==> config.mk <==
export PLATFORM = sky130hd
export DESIGN_NAME = vga_frame_sched_flat
export DESIGN_NICKNAME = d
export VERILOG_FILES = /design/src/rtl/dino_vga_pkg.sv /design/src/rtl/vga_frame_sched_if.sv /design/src/rtl/vga_ground_rot.sv /design/src/rtl/vga_frame_sched.sv /design/src/flat_wrapper.sv
export SDC_FILE = /design/constraint.sdc
export NUM_CORES = 1
export LEC_CHECK = 0
export CORE_AREA = 3 3 254 256
export DETAILED_ROUTE_END_ITERATION = 8
export DIE_AREA = 0 0 257 259
export GPL_ROUTABILITY_DRIVEN = 0
export HOLD_SLACK_MARGIN = 0.12
export PLACE_DENSITY = 0.53
export SYNTH_ARGS = -nofsm -noshare
export SYNTH_HDL_FRONTEND = slang
export SYNTH_HIERARCHICAL = 1
export SYNTH_SLANG_ARGS = --single-unit
==> constraint.sdc <==
create_clock -name vga_clk -period 3.1 [get_ports vga_clk]
set_input_delay 0.465 -clock vga_clk [delete_from_list [all_inputs] [get_ports vga_clk]]
set_output_delay 0.465 -clock vga_clk [all_outputs]
set_load 0.02 [all_outputs]
==> src/rtl/dino_vga_pkg.sv <==
// ----------------------------------------------------------------------------
// dino_vga_pkg
//  Constants and types shared by the VGA ground-strip blocks.
//  Contents:
//   GROUND_W     width of the ground pattern and of the px_ground bus
//   POS_W        width of scroll_pos (holds 0..GROUND_W-1)
//   VGA_H_TOTAL  pixel clocks per line, including blanking
//   VGA_V_TOTAL  lines per frame, including blanking
//   state_e      frame scheduler FSM states
// ----------------------------------------------------------------------------
package dino_vga_pkg;

   localparam int GROUND_W    = 320;
   localparam int POS_W       = 9;
   localparam int VGA_H_TOTAL = 800;
   localparam int VGA_V_TOTAL = 525;

   typedef enum logic [1:0] {
      S_ACTIVE = 2'd0,
      S_UPD    = 2'd1,
      S_SHIFT  = 2'd2
   } state_e;

endpackage

==> src/rtl/vga_frame_sched_if.sv <==
// ----------------------------------------------------------------------------
// vga_frame_sched_if
//  Per-frame update handshake between the frame scheduler and game logic.
//  Signals:
//   upd_req   scheduler -> game : update window open (level)
//   upd_done  game -> scheduler : frame update finished
//  Handshake: upd_req rises the cycle after a frame start and stays high until
//  upd_done is sampled high on a clock edge (or the wait times out); it drops
//  in the cycle following that edge. upd_done is only looked at while upd_req
//  is high; at any other time it is ignored.
//  Modports: master = scheduler side, slave = game logic side.
// ----------------------------------------------------------------------------
interface vga_frame_sched_if;

   logic upd_req;
   logic upd_done;

   modport master (output upd_req, input upd_done);
   modport slave  (input upd_req, output upd_done);

endinterface

==> src/rtl/vga_ground_rot.sv <==
// ----------------------------------------------------------------------------
// vga_ground_rot
//  Ground pattern register with rotate-left-by-1, parallel load, and the
//  matching scroll position counter that wraps at GROUND_W.
//  Ports:
//   clk_i           clock
//   clr_i           synchronous active-high reset (pattern and position to 0)
//   load_i          replace the pattern with load_pattern_i, position to 0
//   load_pattern_i  new pattern
//   rot_i           rotate pattern left by one bit, advance position by one
//   px_o            current pattern
//   pos_o           total scroll modulo GROUND_W
// ----------------------------------------------------------------------------
module vga_ground_rot
   import dino_vga_pkg::*;
(
   input  logic                clk_i,
   input  logic                clr_i,
   input  logic                load_i,
   input  logic [GROUND_W-1:0] load_pattern_i,
   input  logic                rot_i,
   output logic [GROUND_W-1:0] px_o,
   output logic [POS_W-1:0]    pos_o
);

   logic [GROUND_W-1:0] px_q, px_d;
   logic [POS_W-1:0]    pos_q, pos_d;

   always_comb begin
      px_d  = px_q;
      pos_d = pos_q;
      if (load_i) begin
         px_d  = load_pattern_i;
         pos_d = '0;
      end else if (rot_i) begin
         px_d  = {px_q[GROUND_W-2:0], px_q[GROUND_W-1]};
         pos_d = (pos_q == POS_W'(GROUND_W - 1)) ? '0 : pos_q + 1'b1;
      end
   end

   always_ff @(posedge clk_i) begin
      if (clr_i) begin
         px_q  <= '0;
         pos_q <= '0;
      end else begin
         px_q  <= px_d;
         pos_q <= pos_d;
      end
   end

   assign px_o  = px_q;
   assign pos_o = pos_q;

endmodule

==> src/rtl/vga_frame_sched.sv <==
// ----------------------------------------------------------------------------
// vga_frame_sched
//  Per-frame scheduler for the VGA ground strip. A falling edge on vs marks a
//  frame start; the scheduler then opens one update window for game logic
//  (upd_req/upd_done) and afterwards scrolls the ground pattern left by the
//  frame's speed, one bit per cycle, all inside vertical blanking.
//  Optional build macro: DINO_SCROLL_ACCEL_EN adds a frame counter that raises
//  an internal speed offset by one every 256 frames (saturating at 15).
//  Ports:
//   vga_clk       pixel clock
//   clr           synchronous active-high reset
//   vs            vertical sync (low = sync pulse)
//   run           1 = scrolling enabled
//   speed         pixels scrolled per frame
//   load          strobe: replace the pattern (honoured only when idle)
//   load_pattern  new ground pattern
//   upd           update handshake (master side)
//   frame_tick    one-cycle pulse per detected frame start
//   px_ground     current ground pattern
//   scroll_pos    total scroll modulo GROUND_W
//   busy          scheduler not idle
//   err           sticky: update timeout or frame overrun
//   dbg_state_o   current FSM state
// ----------------------------------------------------------------------------
module vga_frame_sched
   import dino_vga_pkg::*;
#(
   parameter int TIMEOUT = 1024
)(
   input  logic                vga_clk,
   input  logic                clr,
   input  logic                vs,
   input  logic                run,
   input  logic [3:0]          speed,
   input  logic                load,
   input  logic [GROUND_W-1:0] load_pattern,
   vga_frame_sched_if.master   upd,
   output logic                frame_tick,
   output logic [GROUND_W-1:0] px_ground,
   output logic [POS_W-1:0]    scroll_pos,
   output logic                busy,
   output logic                err,
   output state_e              dbg_state_o
);

   localparam int CNT_W = (TIMEOUT > 1) ? $clog2(TIMEOUT) : 1;

   state_e           state_q, state_d;
   logic             vs_q;
   logic             frame_tick_q;
   logic             err_q, err_d;
   logic [CNT_W-1:0] wait_q, wait_d;
   logic [3:0]       shift_q, shift_d;
   logic             start;
   logic             rot_en;
   logic             load_ok;
   logic [3:0]       eff_spd;

   assign start   = vs_q & ~vs;
   assign load_ok = load & (state_q == S_ACTIVE);

`ifdef DINO_SCROLL_ACCEL_EN
   logic [7:0] frame_cnt_q;
   logic [3:0] offset_q;
   logic [4:0] spd_sum;

   always_ff @(posedge vga_clk) begin
      if (clr) begin
         frame_cnt_q <= '0;
         offset_q    <= '0;
      end else begin
         if (frame_tick_q) frame_cnt_q <= frame_cnt_q + 8'd1;
         if (load_ok)
            offset_q <= '0;
         else if (frame_tick_q && frame_cnt_q == 8'hFF && offset_q != 4'd15)
            offset_q <= offset_q + 4'd1;
      end
   end

   assign spd_sum = {1'b0, speed} + {1'b0, offset_q};
   assign eff_spd = !run ? 4'd0 : (spd_sum > 5'd15) ? 4'd15 : spd_sum[3:0];
`else
   assign eff_spd = run ? speed : 4'd0;
`endif

   always_comb begin
      state_d = state_q;
      wait_d  = wait_q;
      shift_d = shift_q;
      err_d   = err_q;
      rot_en  = 1'b0;
      // A frame start while still working on the previous one is dropped.
      if (start && state_q != S_ACTIVE) err_d = 1'b1;
      case (state_q)
         S_ACTIVE: begin
            wait_d = '0;
            if (start) state_d = S_UPD;
         end
         S_UPD: begin
            if (upd.upd_done || wait_q == CNT_W'(TIMEOUT - 1)) begin
               if (!upd.upd_done) err_d = 1'b1;
               // Shift amount is frozen here so speed changes mid-shift are harmless.
               shift_d = eff_spd;
               state_d = (eff_spd == 4'd0) ? S_ACTIVE : S_SHIFT;
            end else begin
               wait_d = wait_q + 1'b1;
            end
         end
         S_SHIFT: begin
            rot_en  = 1'b1;
            shift_d = shift_q - 4'd1;
            if (shift_q == 4'd1) state_d = S_ACTIVE;
         end
         default: state_d = S_ACTIVE;
      endcase
   end

   always_ff @(posedge vga_clk) begin
      if (clr) begin
         state_q      <= S_ACTIVE;
         vs_q         <= 1'b1;
         frame_tick_q <= 1'b0;
         err_q        <= 1'b0;
         wait_q       <= '0;
         shift_q      <= '0;
      end else begin
         state_q      <= state_d;
         vs_q         <= vs;
         frame_tick_q <= start;
         err_q        <= err_d;
         wait_q       <= wait_d;
         shift_q      <= shift_d;
      end
   end

   vga_ground_rot u_rot (
      .clk_i          (vga_clk),
      .clr_i          (clr),
      .load_i         (load_ok),
      .load_pattern_i (load_pattern),
      .rot_i          (rot_en),
      .px_o           (px_ground),
      .pos_o          (scroll_pos)
   );

   assign upd.upd_req = (state_q == S_UPD);
   assign frame_tick  = frame_tick_q;
   assign busy        = (state_q != S_ACTIVE);
   assign err         = err_q;
   assign dbg_state_o = state_q;

endmodule
==> src/flat_wrapper.sv <==
// flat-port wrapper written by rule: the top's interface ports become plain ports
module vga_frame_sched_flat import dino_vga_pkg::*;
#(
   parameter int TIMEOUT = 1024
)
  (vga_clk, clr, vs, run, speed, load, load_pattern, frame_tick, px_ground, scroll_pos, busy, err, dbg_state_o, upd_upd_req, upd_upd_done);
  vga_frame_sched_if upd_i ();
  input  logic vga_clk;
  input  logic clr;
  input  logic vs;
  input  logic run;
  input  logic [3:0] speed;
  input  logic load;
  input  logic [GROUND_W-1:0] load_pattern;
  output logic frame_tick;
  output logic [GROUND_W-1:0] px_ground;
  output logic [POS_W-1:0] scroll_pos;
  output logic busy;
  output logic err;
  output state_e dbg_state_o;
  output wire logic [$bits(upd_i.upd_req)-1:0] upd_upd_req;
  input wire logic [$bits(upd_i.upd_done)-1:0] upd_upd_done;
  assign upd_upd_req = upd_i.upd_req;
  assign upd_i.upd_done = upd_upd_done;
  vga_frame_sched #(.TIMEOUT(TIMEOUT)) u_core (.vga_clk(vga_clk), .clr(clr), .vs(vs), .run(run), .speed(speed), .load(load), .load_pattern(load_pattern), .upd(upd_i), .frame_tick(frame_tick), .px_ground(px_ground), .scroll_pos(scroll_pos), .busy(busy), .err(err), .dbg_state_o(dbg_state_o));
endmodule
After elaboration in Yosys (flattened, before gate mapping)
Index checks and enable logic that the tools add are counted.
{ "totals": {"register_bits": 348, "out_inout_bits": 335, "word_cells": 53} }
{ "op_classes": {"add_sub_neg": 3, "n_eq_ne": 9, "muxes": 18, "bitwise": 3, "n_reduce_logical": 12} }
{ "ops": {"columns": ["operator", "n"], "rows": [
  ["$mux 320", 2],
  ["$pmux 10 s2", 1],
  ["$add 10x1->10 const B", 1],
  ["$eq 10x10->1 const B", 1],
  ["$mux 10", 1],
  ["$add 9x1->9 const B", 1],
  ["$eq 9x9->1 const B", 1],
  ["$mux 9", 1],
  ["$mux 2", 4],
  ["$mux 4", 2],
  ["$pmux 4 s2", 1],
  ["$reduce_bool 2->1", 4],
  ["$ne 2x1->1 const B", 3],
  ["$pmux 2 s3", 1],
  ["$mux 1", 5],
  ["$eq 4x1->1 const B", 1],
  ["$logic_not 4->1", 1],
  ["$reduce_and 2->1", 2],
  ["$sub 4x1->4 const B", 1],
  ["$reduce_and 3->1", 1],
  ["$and 1x1->1", 2],
  ["$eq 2x1->1 const B", 1],
  ["$eq 2x2->1 const B", 1],
  ["$logic_not 2->1", 1],
  ["5 further kinds", 5]
]} }

Longest topological paths before layout
Gate-level depths: netlist of the first run.
{ "logic_depth": {"ltp_word": 7, "ltp_mapped": 8} }

Cells and area by module
The synthesis of the first run kept the hierarchy.
{ "modules_own_cells": {"columns": ["mod", "n_inst", "cells_per_inst", "area_per_inst_um2", "seq_area_each_um2"], "rows": [
  ["vga_ground_rot", 1, 1442, 15354.7, 6586.3],
  ["vga_frame_sched", 1, 134, 1112.3, 380.4]
]} }

Least setup slack after synthesis of the first run
No wires, ideal clock.
{ "synth_path": {"kind": "register -> register", "start": "register u_core.state_q[0], in the netlist u_core/dbg_state_o[0]", "end": "register u_core.u_rot.px_q[272], in the netlist u_core/u_rot/px_o[272]", "setup_time_ns": 0.128, "arrival_ns": 1.794, "required_ns": 2.972, "slack_ns": 1.178, "path_stages_with_launch": 9, "cell_sequence": "dfxtp_1 nand2b_1 inv_1 buf_4 buf_4 buf_2 mux2_2 mux2i_1 nor2_1"} }
{ "synth_via": {"elab_chain_cells": 3} }
{ "synth_rtl": {"columns": ["element", "line_no", "rtl"], "rows": [
  ["start: declaration", "vga_frame_sched.sv:48", "state_e state_q, state_d;"],
  ["start signal: assignment", "vga_frame_sched.sv:127", "state_q <= state_d;"],
  ["$eq 2x2->1", "vga_frame_sched.sv:94", "case (state_q)"],
  ["$mux 1", "vga_frame_sched.sv:94", null],
  ["via u_core.rot_en", "vga_frame_sched.sv:55", "logic rot_en;"],
  ["$reduce_bool 2->1 (no source line)", null, null],
  ["end signal: assignment", "vga_ground_rot.sv:46", "px_q <= px_d;"],
  ["end: declaration", "vga_ground_rot.sv:26", "logic [GROUND_W-1:0] px_q, px_d;"]
]} }
The timed path passes the listed nets, and every way through them passes these cells.
A chain may end at the register's enable or synchronous reset.

Final worst setup path of the first run
{ "layout_path": {"start": "register u_core.state_q[0], in the netlist u_core/dbg_state_o[0]", "end": "output port upd_upd_req"} }
{ "layout_via": {"elab_chain_cells": 1} }
{ "layout_rtl": {"columns": ["element", "line_no", "rtl"], "rows": [
  ["$eq 2x1->1", "vga_frame_sched.sv:146", "assign upd.upd_req = (state_q == S_UPD);"],
  ["end: declaration", "flat_wrapper.sv:21", "output wire logic [$bits(upd_i.upd_req)-1:0] upd_upd_req;"]
]} }
No other way between the ends.

==> results_dict.tcl, run 1 <==
set metrics [dict create \
    layout_common_cells "clkdlybuf4s50_1 (663), dfxtp_1 (348), nor2_1 (333)" \
    crit_buf_inv 2 \
    worst_pin_slew_ns 0.695 \
    grt_pass1_vias 14400 \
    setup.worst_path.start_class "flop" \
    fin_crit_sh_pct 94.6 \
    layout.cells.non_filler 3099 \
    gr-max-usage-layer "met2" \
    post_cts_resized 0 \
    drt_iter0_markers 669 \
    cts_hold_buf 0 \
    htree_num_levels 2 \
    synth_cell_types 55 \
    required_ns 2.63 \
    timing.rr.start "u_core/dbg_state_o[1]" \
    core.rowCount 92 \
    max_clock_freq_ghz 0.341 \
    synth-xor-area-share_pct 0.160 \
    whs_endpoint "u_core/u_rot/px_o[14]" \
    synth_fa_ha_area_share_pct 0.304 \
    r2r-end "u_core/u_rot/px_o[131]" \
    clock-sinks 348 \
    synth_top_family_by_area "multiplexers" \
    area_growth_pct 55.4 \
    power_switching_mw 3.66 \
    cts.path.max_buffers 3 \
    viasPerCell 4.54 \
    yosys_warnings 6 \
    report.final.slew_viol_count 0 \
    ff2ff_setup_slack_ns 0.49 \
    die_y_microns 259 \
    powerDensity_nw_per_um2 515 \
    synth_edf_count 0 \
    ys_seq_elements 348 \
    cp_slowest_cell "dfxtp_1" \
    cp_max_fo 17 \
    hold_start "clr" \
    path_cells "nand2b_1 > inv_2 > clkdlybuf4s50_1" \
    p_int_mw 9.53 \
    slew_headroom_pct 53.7 \
    use_met2_pct 31.3 \
    grt_pass1_wl_microns 91700 \
    critPathKind "reg -> out" \
    post-route-cell-area_sq_um 25600 \
    synth_cells 1576 \
    vdd.ir_drop.worst_uv 404 \
    worstSkewPairLatency_ns 0.55 \
    drt-total-wl_microns 61900 \
    muxShareOfSynthArea_pct 41.5 \
    fin_worst_skew_ns 0.0120 \
    cts_tree "done" \
    cp_data_arrival_time_ns 2.47 \
    num_vias 14100 \
    ff2ff_path_depth 6 \
    overflow 0 \
    yosys.area_share.simple_pct 9.92 \
    dp_hpwl_microns 46100 \
    rsz0062_at_grt "no" \
    dr.pass1.iters 5 \
    clk_pin_slew_ns 0.06 \
    syn_nets 1910 \
    track_usage_pct 17.6 \
    avgRoutedWirePerCell_microns 20.0 \
    drtAntennaViolNets 0 \
    hp-class "in -> reg" \
    power_frac_clock_pct 38.6 \
    p_seq_share_pct 38.7 \
    met1_usage_pct 20.0 \
    hold_depth 2 \
    hold_violations 0 \
    p_leak_nw 10.3 \
    antenna_found_initial 9 \
    yosysSeqAreaShare_pct 42.3 \
    io_pins 665 \
    die_w_microns 257 \
    pwr-share-comb_pct 22.7 \
    cpLargestDelayFamily "buffers and inverters" \
    finalSetupTns_ns 0 \
    drive_above_1_share_pct 19.6 \
    final_common_cell "clkdlybuf4s50_1" \
    dpl-instance-area_sq_um 24200 \
    place_inst 3013 \
    initial_core_util_pct 26.2 \
    cts_buffers 43 \
    outcome "finished clean" \
    end_kind "primary output" \
    io_buffers 664 \
    synth_area_per_cell_sq_um 10.4 \
    clockRootBuffer "clkbuf_16" \
    cts_setup_buffers 0 \
    fin_nets 2546 \
    async_reset_ff_share_pct 0 \
    synth-compound-area-share_pct 2.36 \
    fin_crit_ns 2.93 \
    grt_max_degree 115 \
    setup_violations 0 \
    drc 0 \
    drv_cap 0 \
    core_sq_um 62700 \
    netlist_area_sq_um 16500 \
    swShare_pct 27.8 \
    dieArea_sq_um 66600 \
    grt_use_met3_pct 6.26 \
    ys.flop_type "dfxtp_1" \
    cp-startpoint "u_core/dbg_state_o[0]" \
    critPathMaxStageDelay_ns 0.70 \
]
==> power by group through the flow <==
stage / logic [mW] / clock network [mW] / registers, mW
global route: 3.20 / 5.44 / 5.15
global placement: 2.99 / 0 / 5.19
finish: 3.00 / 5.09 / 5.11
CTS: 3.03 / 5.27 / 5.11
floorplan: 1.23 / 0 / 5.49
detailed placement: 3.01 / 0 / 5.20
==> worst reg2reg max path, cell delays in order (launching register included) <==
cell and delay [ns]:
dfxtp_1 0.76, nand2b_1 0.33, inv_8 0.26, buf_12 0.40, mux2_2 0.49, mux2i_1 0.17, nor2_1 0.07
==> area by class of cell <==
type / count / area, sq um
multi-input cells: 1100 / 8930
clock inverters: 8 / 90.1
inverters: 13 / 56.3
flip-flops and latches: 348 / 6970
clock buffers: 69 / 1330
repair buffers: 706 / 7140
diodes: 9 / 22.5
well taps: 846 / 1060
fillers: 6116 / 37100
==> layer usage <==
metal | routed length, microns | vias up
li1 | - | 6812
met1 | 24400 | 6692
met5 | 13 | -
met4 | 1270 | 2
met3 | 5110 | 77
met2 | 31100 | 475
==> per-stage QoR <==
stage          power [mW]  worst slack, ns  utilization, %  hold WS (ns)
4_1_cts              13.4            0.144            40.8         0.354
5_1_grt              13.8           0.0264            40.8         0.392
6_report             13.2            0.168            40.8         0.379
2_1_floorplan        6.71             1.18               -         0.435
3_5_place_dp         8.22            0.532            38.5         0.472
3_3_place_gp         8.19            0.647            38.5         0.464
==> kinds of logic (layout without fill, tap and decap cells) <==
family,after synthesis,in the layout
flops,348,348
xor+xnor,3,3
buf+inv,128,796
fa+ha+maj,4,4
compound gates,55,55
mux,642,642
simple gates,396,396
other cells,0,9
==> worst max path at each step <==
| stage | to | slack, ns | depth (start not counted) |
|---|---|---|---|
| final | upd_upd_req | 0.17 | 3 |
| after global routing | upd_upd_req | 0.03 | 3 |
| after detailed placement | u_core/u_rot/px_o[131] | 0.53 | 6 |
| after global placement | u_core/u_rot/px_o[124] | 0.65 | 6 |
| after floorplan | u_core/u_rot/px_o[272] | 1.18 | 8 |
| after CTS | upd_upd_req | 0.14 | 3 |
==> state kept, by name, indices dropped and copies added, names as in the netlist <==
name,flops
u_core/err,1
u_core/u_rot/pos_o,9
u_core/frame_tick,1
u_core/u_rot/px_o,320
u_core/shift_q,4
u_core/vs_q,1
u_core/dbg_state_o,2
u_core/wait_q,10
==> synthesized netlist by cell type, types with 3 or more instances <==
cell type,count,area (sq um)
mux2i_1,322,3220
nand4_1,7,43.8
ha_1,4,50.1
nor4_1,3,18.8
nor2_1,333,1250
mux2_2,320,3600
nor3_1,6,30.0
inv_1,12,45.0
a31oi_1,9,56.3
a211oi_1,3,22.5
nand2b_1,3,18.8
dfxtp_1,348,6970
o211ai_1,6,45.0
buf_2,69,345
nand2_1,18,67.6
o21ai_0,7,35.0
clkbuf_1,44,165
a21oi_1,11,55.1
or4_1,4,30.0
(Power assumes the default switching activity.)
==> inputs of run 2 (changes only) <==
--- a/config.mk
+++ b/config.mk
@@ -5,12 +5,12 @@
 export SDC_FILE = /design/constraint.sdc
 export NUM_CORES = 1
 export LEC_CHECK = 0
-export CORE_AREA = 3 3 254 256
+export CORE_AREA = 3 3 260 262
 export DETAILED_ROUTE_END_ITERATION = 8
-export DIE_AREA = 0 0 257 259
+export DIE_AREA = 0 0 263 265
 export GPL_ROUTABILITY_DRIVEN = 0
 export HOLD_SLACK_MARGIN = 0.12
-export PLACE_DENSITY = 0.53
+export PLACE_DENSITY = 0.51
 export SYNTH_ARGS = -nofsm -noshare
 export SYNTH_HDL_FRONTEND = slang
 export SYNTH_HIERARCHICAL = 1
==> results_dict.tcl, run 2 (same netlist as run 1, synthesis figures left out) <==
set metrics [dict create \
    avgRoutedWirePerCell_microns 20.4 \
    cp_data_arrival_time_ns 2.44 \
    fin_crit_ns 2.91 \
    worstSkewPairLatency_ns 0.56 \
    fin_crit_sh_pct 93.8 \
    drive_above_1_share_pct 19.2 \
    layout_common_cells "clkdlybuf4s50_1 (663), dfxtp_1 (348), nor2_1 (333)" \
    clockRootBuffer "clkbuf_16" \
    clk_pin_slew_ns 0.05 \
    report.final.slew_viol_count 0 \
    viasPerCell 4.52 \
    fin_worst_skew_ns 0.0170 \
    path_depth 3 \
    core.rowCount 94 \
    powerDensity_nw_per_um2 512 \
    outcome "finished clean" \
    cpLargestDelayFamily "buffers and inverters" \
    io_buffers 664 \
    critPathKind "reg -> out" \
    core_sq_um 65600 \
    setup_violations 0 \
    grt_pass1_vias 14400 \
    end_kind "primary output" \
    drt_iter0_markers 778 \
    vdd.ir_drop.worst_uv 337 \
    finalSetupTns_ns 0 \
    worst_pin_slew_ns 0.700 \
    drtAntennaViolNets 0 \
    cp_max_fo 17 \
    area_growth_pct 54.9 \
    cts_tree "done" \
    cts.path.max_buffers 3 \
    setup.worst_path.start_class "flop" \
    die_w_microns 263 \
    htree_num_levels 2 \
    drt-total-wl_microns 63200 \
    cp_slowest_cell "dfxtp_1" \
    num_vias 14100 \
    fin_nets 2541 \
    cts_hold_buf 0 \
    cp-startpoint "u_core/dbg_state_o[0]" \
    drc 0 \
    hp-class "in -> reg" \
    die_y_microns 265 \
    largest_reg_flops 320 \
    max_clock_freq_ghz 0.344 \
    overflow 0 \
    rsz0062_at_grt "no" \
    cts_buffers 44 \
    path_cells "nand2b_1 > inv_2 > clkdlybuf4s50_1" \
    post_cts_resized 0 \
    hold_violations 0 \
    grt_max_degree 111 \
    dp_hpwl_microns 47200 \
    antenna_found_initial 14 \
    grt_pass1_wl_microns 92700 \
    p_leak_nw 10.2 \
    crit_buf_inv 2 \
    dr.pass1.iters 4 \
    timing.rr.start "u_core/dbg_state_o[1]" \
    ff2ff_setup_slack_ns 0.47 \
    r2r-end "u_core/u_rot/px_o[55]" \
    place_inst 3025 \
    crit_path_end "upd_upd_req" \
    layout.cells.non_filler 3107 \
    final_common_cell "clkdlybuf4s50_1" \
    track_usage_pct 17.1 \
    dieArea_sq_um 69700 \
    ff2ff_path_depth 6 \
    slew_headroom_pct 53.3 \
    initial_core_util_pct 25.1 \
    required_ns 2.63 \
    drv_cap 0 \
    cts_setup_buffers 0 \
    clock-sinks 348 \
    io_pins 665 \
    critPathMaxStageDelay_ns 0.71 \
]
## run 2: per-layer routing
| layer | share of wire [%] | up-vias | GRT usage, % |
|---|---|---|---|
| met3 | 8.1 | 89 | 6.30 |
| li1 | - | 6799 | - |
| met4 | 2.2 | 12 | 4.84 |
| met2 | 50 | 462 | 30.1 |
| met1 | 40 | 6688 | 19.4 |
| met5 | 0.15 | - | 0 |
## run 2: cell type report
cell class | count | area [sq um]
clock buffers | 67 | 1280
clock inverters | 6 | 83.8
multi-input cells | 1100 | 8930
diodes | 9 | 22.5
inverters | 13 | 56.3
flip-flops and latches | 348 | 6970
fillers | 6424 | 40100
well taps | 864 | 1080
repair buffers | 700 | 7100
## run 2: worst min-delay path by stage
stage | start | end | slack, ns | depth (start not counted)
floorplan | u_core/vs_q | u_core/frame_tick | 0.43 | 2
global placement | u_core/vs_q | u_core/frame_tick | 0.45 | 2
detailed placement | u_core/vs_q | u_core/frame_tick | 0.46 | 2
CTS | clr | u_core/u_rot/px_o[22] | 0.37 | 2
global route | clr | u_core/err | 0.37 | 2
finish | clr | u_core/err | 0.37 | 2
## run 2: power by group
group | internal, mW | switching [mW] | leakage (nW)
combinational | 1.64 | 1.36 | 6.66
sequential | 4.81 | 0.310 | 2.86
clock | 2.98 | 1.97 | 0.667
total | 9.43 | 3.64 | 10.2
## run 2: stage by stage
step                hold slack [ns]  area [sq um]  utilization, %  power [mW]  setup WS, ns
global route                  0.371         25500            38.9        13.7        0.0603
CTS                           0.369         25500            38.8        13.3         0.124
detailed placement            0.455         24100            36.8        8.24         0.453
global placement              0.454         24100            36.8        8.21         0.498
floorplan                     0.435         16500               -        6.71          1.18
finish                        0.373         25500            38.9        13.1         0.193
